==> config.mk <==
export PLATFORM = sky130hd
export DESIGN_NAME = mdu_issue_ctrl
export DESIGN_NICKNAME = d
export VERILOG_FILES = /design/src/rtl/mdu_issue_ctrl.sv
export SDC_FILE = /design/constraint.sdc
export NUM_CORES = 1
export LEC_CHECK = 0
export ABC_CLOCK_PERIOD_IN_PS = 3000
export CAP_MARGIN = 5
export CORE_MARGIN = 3
export CORE_UTILIZATION = 36
export CTS_CLUSTER_DIAMETER = 30
export CTS_CLUSTER_SIZE = 12
export DETAILED_ROUTE_END_ITERATION = 16
export PLACE_DENSITY = 0.74
export SYNTH_ARGS = -nofsm -noshare
export SYNTH_HDL_FRONTEND = slang
export SYNTH_SLANG_ARGS = --single-unit
==> constraint.sdc <==
create_clock -name clk -period 3 [get_ports clk]
set_input_delay 0.45 -clock clk [delete_from_list [all_inputs] [get_ports clk]]
set_output_delay 0.45 -clock clk [all_outputs]
set_load 0.005 [all_outputs]
==> src/rtl/mdu_issue_ctrl.sv <==
// mdu_issue_ctrl: issue/response sequencer between pipeline and MDU; define MDU_ISSUE_WATCHDOG_EN to add a WAIT watchdog
module mdu_issue_ctrl (
  input  logic        clk,
  input  logic        reset,
  input  logic        req_valid,
  input  logic [3:0]  req_op,
  input  logic [31:0] req_a,
  input  logic [31:0] req_b,
  output logic        req_ready,
  input  logic        int_req,
  output logic [3:0]  mdu_op,
  output logic [31:0] mdu_a,
  output logic [31:0] mdu_b,
  input  logic        mdu_busy,
  input  logic [31:0] mdu_result,
  output logic        rsp_valid,
  output logic [31:0] rsp_data,
  input  logic        rsp_ready,
  output logic        stall,
  output logic        err
);
  localparam logic [1:0] IDLE = 2'd0, ISSUE = 2'd1, WAIT = 2'd2, RESP = 2'd3;
  logic [1:0]  state_q, state_d;
  logic [3:0]  op_q, op_d;
  logic [31:0] a_q, a_d, b_q, b_d, rsp_data_q, rsp_data_d;
  logic        accept, op_long, op_read, op_known, wd_trip;
  assign op_known = (op_q != 4'd0) && (op_q <= 4'd12);
  assign op_read  = (op_q == 4'd5) || (op_q == 4'd6);
  assign op_long  = op_known && !op_read && (op_q != 4'd7) && (op_q != 4'd8);
  assign accept   = req_valid && req_ready;
`ifdef MDU_ISSUE_WATCHDOG_EN
  logic [4:0] cnt_q, cnt_d;
  logic       err_q, err_d;
  // watchdog: count WAIT cycles, trip when the 16th still sees busy
  always_comb begin
    cnt_d   = (state_q == WAIT) ? cnt_q + 5'd1 : 5'd0;
    wd_trip = (state_q == WAIT) && mdu_busy && (cnt_d == 5'd16);
    err_d   = err_q || wd_trip;
  end
  // watchdog registers
  always_ff @(posedge clk or posedge reset) begin
    if (reset) begin
      cnt_q <= 5'd0;
      err_q <= 1'b0;
    end else begin
      cnt_q <= cnt_d;
      err_q <= err_d;
    end
  end
  assign err = err_q;
`else
  assign wd_trip = 1'b0;
  assign err     = 1'b0;
`endif
  // state and captured request/response registers
  always_ff @(posedge clk or posedge reset) begin
    if (reset) begin
      state_q    <= IDLE;
      op_q       <= 4'd0;
      a_q        <= 32'd0;
      b_q        <= 32'd0;
      rsp_data_q <= 32'd0;
    end else begin
      state_q    <= state_d;
      op_q       <= op_d;
      a_q        <= a_d;
      b_q        <= b_d;
      rsp_data_q <= rsp_data_d;
    end
  end
  // next state: an interrupt in ISSUE drops the op; unknown/move-to ops finish in one cycle
  always_comb begin
    state_d = state_q;
    case (state_q)
      IDLE:    state_d = accept ? ISSUE : IDLE;
      ISSUE:   state_d = int_req ? IDLE : op_long ? WAIT : op_read ? RESP : IDLE;
      WAIT:    state_d = (!mdu_busy || wd_trip) ? IDLE : WAIT;
      default: state_d = rsp_ready ? IDLE : RESP;
    endcase
  end
  // capture operands on accept and the read result at the ISSUE edge
  always_comb begin
    op_d       = accept ? req_op : op_q;
    a_d        = accept ? req_a : a_q;
    b_d        = accept ? req_b : b_q;
    rsp_data_d = (state_q == ISSUE && !int_req && op_read) ? mdu_result : rsp_data_q;
  end
  // outputs: mdu_op is only non-zero for a legal op in an uninterrupted ISSUE cycle
  always_comb begin
    req_ready = (state_q == IDLE) && !mdu_busy;
    stall     = req_valid && !req_ready;
    mdu_op    = (state_q == ISSUE && !int_req && op_known) ? op_q : 4'd0;
    mdu_a     = a_q;
    mdu_b     = b_q;
    rsp_valid = (state_q == RESP);
    rsp_data  = rsp_data_q;
  end
endmodule

==> impl_metrics.py, run 1 <==
metrics = {
    "timing": {
        "rsz0062_at_grt": "false",
        "setup_tns_ns": 0,
        "relSlewSlack_pct": 64.9,
        "drv_slew": 0,
        "fmax_mhz": 433,
        "skew_ns": 0.00456,
        "post-route-period-util_pct": 77.0,
        "setup_viol": 0,
        "min_period_ns": 2.31,
        "hold_viol": 0,
        "worstMarginPinSlew_ns": 0.527,
    },
    "yosys": {
        "synth.distinct_cells": 24,
        "syn_avg_cell_area_um2": 16.7,
        "synth_nets": 346,
        "synthCells": 240,
        "ys_seq_area_share_pct": 63.6,
        "syn_area_um2": 4010,
        "yosys_warnings": 0,
        "ys_ff_latch": 102,
    },
    "clock_tree": {
        "cts_sinks": 102,
        "postCtsHoldBufs": 0,
        "cts_buffer_depth": 2,
        "post-cts-setup-buffers": 0,
        "clockRootBuffer": "clkbuf_8",
        "clk_latency_ns": 0.35,
        "numCtsBuffers": 9,
        "clk_pin_slew_ns": 0.09,
        "tritoncts": "done",
        "cts_resized": 0,
        "cts-htree-levels": 3,
    },
    "grt": {
        "first_global_vias": 2952,
        "track_usage_pct": 15.6,
        "overflow": 0,
        "grt_max_degree": 103,
        "antenna_found_initial": 0,
        "grt_pass1_wl_um": 15400,
    },
    "route": {
        "drt-met1-wl_um": 3760,
        "wirelength_um": 9670,
        "drt_pass1_iterations": 4,
        "drtIter0Drc": 103,
        "ant_nets": 0,
        "route.met2.wl_um": 4850,
        "topRoutingLayerUsed": "met4",
        "wl_met3_um": 854,
        "wire_per_inst_um": 16.4,
        "drt-vias-per-instance": 4.70,
        "vias": 2775,
        "drcViolationCount": 0,
    },
    "setup_path": {
        "rr_worst_depth": 4,
        "worstPathArrival_ns": 1.86,
        "worstPathCellList": "clkdlybuf4s50_1 > nor3b_4 > and3_1 > clkdlybuf4s50_1",
        "r2r_start": "state_q[1]$_DFF_PP0_",
        "r2r_setup_slack_ns": 1.15,
        "crit_path_start_kind": "input port",
        "crit_top_cell": "clkdlybuf4s50_1",
        "max_stage_delay_ns": 0.51,
        "reg2reg_to": "rsp_data[21]$_DFFE_PP0P_",
        "worstSetupPathType": "in2out",
        "worst-path-max-fanout": 6,
        "critPathRequiredTime_ns": 2.55,
        "cp-end-kind": "output pin",
        "crit_slowest_cell": "clkdlybuf4s50_1",
    },
    "floorplanning": {
        "die_area_um2": 12500,
        "die_w_um": 112,
        "initial_core_util_pct": 37.9,
        "die_h_um": 112,
        "coreArea_um2": 10600,
        "rows": 37,
        "ios": 210,
    },
    "layout": {
        "fillers": 860,
        "layout_common_cells": "clkdlybuf4s50_1 (208), dfrtp_1 (102), mux2_2 (88), clkbuf_8 (10), mux2_4 (8)",
        "area_growth_pct": 58.4,
        "final_util_pct": 60.0,
        "antenna_cells": 0,
        "drive_gt1_share_pct": 25.3,
        "final_nets": 556,
        "final_common_cell": "clkdlybuf4s50_1",
    },
    "pwr": {
        "p_leak_nw": 2.66,
        "power.density_nw_per_um2": 897,
        "ir_drop_mv": 0.395,
    },
    "worst_hold_path": {
        "whs_endpoint": "rsp_data[8]$_DFFE_PP0P_",
        "min_path_type": "reg2reg",
        "min_path_cells": 1,
        "min_from": "rsp_data[8]$_DFFE_PP0P_",
    },
    "place": {
        "dpl.hpwl_um": 7210,
        "gp_congestion": 0.758,
        "io_buffers": 208,
    },
    "status": {
        "status": "finished, final reports clean",
    },
    "job": {
        "cap_violations": 0,
    },
}
per-stage QoR:
step	setup WS (ns)	cells	power, mW	area (um^2)	hold WS [ns]
floorplan	1.33	240	3.32	4020	0.483
global placement	0.705	575	4.87	6180	0.468
detailed placement	0.690	575	4.95	6180	0.476
CTS	0.678	590	5.81	6360	0.496
global route	0.612	590	6.08	6360	0.514
finish	0.690	590	5.71	6360	0.491
metal layers:
layer	track usage, %	vias to the layer above
li1	-	1255
met1	18.3	1378
met2	25.8	128
met3	5.92	14
met4	6.33	0
met5	0	-
how the worst max path moves through the flow:
| stage | slack, ns | cells past startpoint | startpoint | to |
|---|---|---|---|---|
| 3_3_place_gp | 0.70 | 4 | int_req | mdu_op[1] |
| 6_report | 0.69 | 4 | int_req | mdu_op[3] |
| 5_1_grt | 0.61 | 4 | int_req | mdu_op[3] |
| 3_5_place_dp | 0.69 | 4 | int_req | mdu_op[3] |
| 4_1_cts | 0.68 | 4 | int_req | mdu_op[3] |
| 2_1_floorplan | 1.33 | 1 | reset | mdu_a[0]$_DFFE_PP0P_ |
synth_stat cells (all sizes together):
master  count  area (um^2)
conb        1         3.75
nand3       1         5.00
xor2        1         8.76
o211ai      1         7.51
nor3b       1         18.8
o21ai       4         20.0
mux2       99         1140
and2        2         12.5
and3        4         25.0
and4        1         8.76
nor3        1         10.0
a211o       1         8.76
buf        13          149
nand2       2         7.51
a21oi       1         5.00
inv         3         11.3
dfrtp     102         2550
o31ai       1         7.51
and2b       1         7.51
cells by family after synthesis:
family                 synth area share (%)
multiplexers                           28.5
XOR/XNOR                              0.218
flip-flops                             63.6
AO/OA/AOI/OAI                          1.22
AND/OR/NAND/NOR                        2.37
buffers and inverters                  3.99
other                                0.0934
registers in the layout (all words and copies together) (netlist names):
register / flops
mdu_a: 32
mdu_b: 32
state_q: 2
op_q: 4
rsp_data: 32
where the power goes:
| part | leakage, nW | internal, mW | switching, mW | total [mW] |
|---|---|---|---|---|
| sequential | 1.24 | 2.04 | 0.369 | 2.41 |
| clock | 0.0908 | 0.407 | 0.420 | 0.826 |
| combinational | 1.34 | 1.78 | 0.694 | 2.48 |
| total | 2.66 | 4.22 | 1.48 | 5.71 |
cell type report:
type,count,area [um^2],area share [%]
Tap cell,136,170,2.68
Multi-Input combinational cell,122,1300,20.5
Inverter,3,15.0,0.236
Clock buffer,14,153,2.40
Timing Repair Buffer,212,2140,33.6
Sequential cell,102,2550,40.1
Clock inverter,1,30.0,0.472
worst max-delay path: cells and delay by family:
kind                   cells  cell delay, ns
AND/OR/NAND/NOR            2            0.45
buffers and inverters      2            0.96
Note: power is estimated with default switching activity, not from simulation.
==> run 2, diff against run 1 <==
==> config.mk (replaced) <==
export PLATFORM = sky130hd
export DESIGN_NAME = mdu_issue_ctrl
export DESIGN_NICKNAME = d
export VERILOG_FILES = /design/src/rtl/mdu_issue_ctrl.sv
export SDC_FILE = /design/constraint.sdc
export NUM_CORES = 1
export LEC_CHECK = 0
export ABC_CLOCK_PERIOD_IN_PS = 2200
export CAP_MARGIN = 5
export CORE_MARGIN = 3
export CORE_UTILIZATION = 39
export CTS_CLUSTER_DIAMETER = 30
export CTS_CLUSTER_SIZE = 12
export DETAILED_ROUTE_END_ITERATION = 16
export PLACE_DENSITY = 0.76
export SYNTH_ARGS = -nofsm -noshare
export SYNTH_HDL_FRONTEND = slang
export SYNTH_SLANG_ARGS = --single-unit
==> constraint.sdc (replaced) <==
create_clock -name clk -period 2.2 [get_ports clk]
set_input_delay 0.33 -clock clk [delete_from_list [all_inputs] [get_ports clk]]
set_output_delay 0.33 -clock clk [all_outputs]
set_load 0.005 [all_outputs]
==> impl_metrics.py, run 2 (synthesis gave the netlist of run 1 again) <==
metrics = {
    "clock_tree": {
        "tritoncts": "done",
        "clockRootBuffer": "clkbuf_8",
        "clk_pin_slew_ns": 0.10,
        "numCtsBuffers": 9,
        "cts_sinks": 102,
        "cts-htree-levels": 3,
        "postCtsHoldBufs": 0,
        "cts_buffer_depth": 2,
        "clk_latency_ns": 0.35,
    },
    "setup_path": {
        "r2r_start": "state_q[1]$_DFF_PP0_",
        "critPathRequiredTime_ns": 1.87,
        "cp-end-kind": "output pin",
        "rr_worst_depth": 4,
        "worst-path-max-fanout": 5,
        "reg2reg_to": "mdu_b[22]$_DFFE_PP0P_",
        "r2r_setup_slack_ns": 0.47,
        "crit_path_start_kind": "input port",
        "worstSetupPathType": "in2out",
        "worstPathArrival_ns": 1.83,
    },
    "pwr": {
        "power.density_nw_per_um2": 1210,
        "p_leak_nw": 2.72,
        "p_switching_mw": 2.08,
        "p_int_mw": 5.76,
        "clock_power_share_pct": 14.7,
        "seqPwrFrac_pct": 41.8,
        "ir_drop_mv": 0.592,
        "p_sw_share_pct": 26.5,
        "power_frac_comb_pct": 43.6,
        "totalPowerFinal_mw": 7.84,
    },
    "timing": {
        "drv_slew": 0,
        "min_period_ns": 2.16,
        "fin_hold_ws_ns": 0.375,
        "fmax_mhz": 463,
        "worstMarginPinSlew_ns": 0.554,
        "skew_ns": 0.0119,
        "setup_viol": 0,
        "post-route-period-util_pct": 98.2,
        "hold_viol": 0,
        "relSlewSlack_pct": 63.0,
    },
    "grt": {
        "track_usage_pct": 16.5,
        "grt_max_degree": 40,
        "grt_pass1_wl_um": 14900,
        "first_global_vias": 2922,
        "overflow": 0,
        "antenna_found_initial": 0,
    },
    "route": {
        "drt_pass1_iterations": 4,
        "drcViolationCount": 0,
        "vias": 2787,
        "drt-vias-per-instance": 4.71,
        "wire_per_inst_um": 16.3,
        "wirelength_um": 9670,
        "ant_nets": 0,
        "drtIter0Drc": 83,
    },
    "place": {
        "placed_cell_area_um2": 6250,
        "io_buffers": 208,
        "gp_congestion": 0.713,
        "dpl.hpwl_um": 7400,
    },
    "worst_hold_path": {
        "min_path_type": "in2async",
    },
    "layout": {
        "fillers": 751,
        "drive_gt1_share_pct": 27.0,
        "final_nets": 560,
        "area_growth_pct": 60.8,
        "layout_common_cells": "clkdlybuf4s50_1 (206), dfrtp_1 (101), mux2_2 (88), clkbuf_8 (9), mux2_4 (8)",
        "finalInstanceArea_um2": 6460,
        "final_common_cell": "clkdlybuf4s50_1",
        "antenna_cells": 0,
    },
    "floorplanning": {
        "ios": 210,
        "rows": 36,
        "die_h_um": 107,
        "die_w_um": 107,
        "initial_core_util_pct": 40.5,
        "coreArea_um2": 9910,
        "die_area_um2": 11500,
    },
    "job": {
        "cap_violations": 0,
    },
    "status": {
        "status": "finished, final reports clean",
    },
}
## run 2: area by class of cell
cell class | instances | area (um^2) | area share [%]
sequential | 102 | 2550 | 39.6
timing repair buffer | 216 | 2220 | 34.4
multi-input combinational | 122 | 1310 | 20.3
tap | 133 | 166 | 2.58
clock buffer | 11 | 131 | 2.03
clock inverter | 5 | 60.1 | 0.930
inverter | 3 | 15.0 | 0.233
## run 2: repair_timing
item	CTS	global route
setup endpoints to repair	0	4
gates resized for setup	0	4
buffers inserted	0	1
## run 2: metal layers
metal / vias up / share of wire (%) / track usage (%) / routed length (um)
li1: 1267 / - / - / -
met1: 1386 / 37 / 17.9 / 3540
met2: 122 / 52 / 29.4 / 5010
met3: 12 / 10 / 6.30 / 964
met4: 0 / 1.6 / 6.04 / 156
met5: - / 0 / 0 / 0
## run 2: worst max-delay path by stage
stage,startpoint,to,slack [ns],cells past startpoint
after floorplan,state_q[1]$_DFF_PP0_,mdu_b[0]$_DFFE_PP0P_,0.58,6
after global placement,int_req,mdu_op[1],0.15,4
after detailed placement,int_req,mdu_op[1],0.06,4
after CTS,state_q[1]$_DFF_PP0_,mdu_op[1],0.01,3
after global routing,state_q[0]$_DFF_PP0_,mdu_op[2],-0.007,3
final,int_req,mdu_op[2],0.04,4
## run 2: metrics by stage
step | TNS (ns) | setup slack (ns) | utilization (%) | instances
floorplan | 0 | 0.581 | - | 240
global route | -0.00734 | -0.00734 | 65.2 | 592
global placement | 0 | 0.145 | 63.0 | 575
CTS | 0 | 0.0138 | 65.0 | 591
finish | 0 | 0.0397 | 65.2 | 592
detailed placement | 0 | 0.0581 | 63.0 | 575
## run 2: critical path, cell delays in order
cell and delay [ns]:
clkdlybuf4s50_1 0.46, nor3b_4 0.29, and3_1 0.22, clkdlybuf4s50_1 0.53
## run 2: power groups by stage
| stage | clock, mW | sequential (mW) | combinational (mW) |
|---|---|---|---|
| after floorplan | 0 | 3.35 | 1.19 |
| after global placement | 0 | 3.26 | 3.40 |
| after detailed placement | 0 | 3.32 | 3.45 |
| after CTS | 1.20 | 3.28 | 3.47 |
| after global routing | 1.29 | 3.40 | 3.68 |
| final | 1.15 | 3.27 | 3.42 |
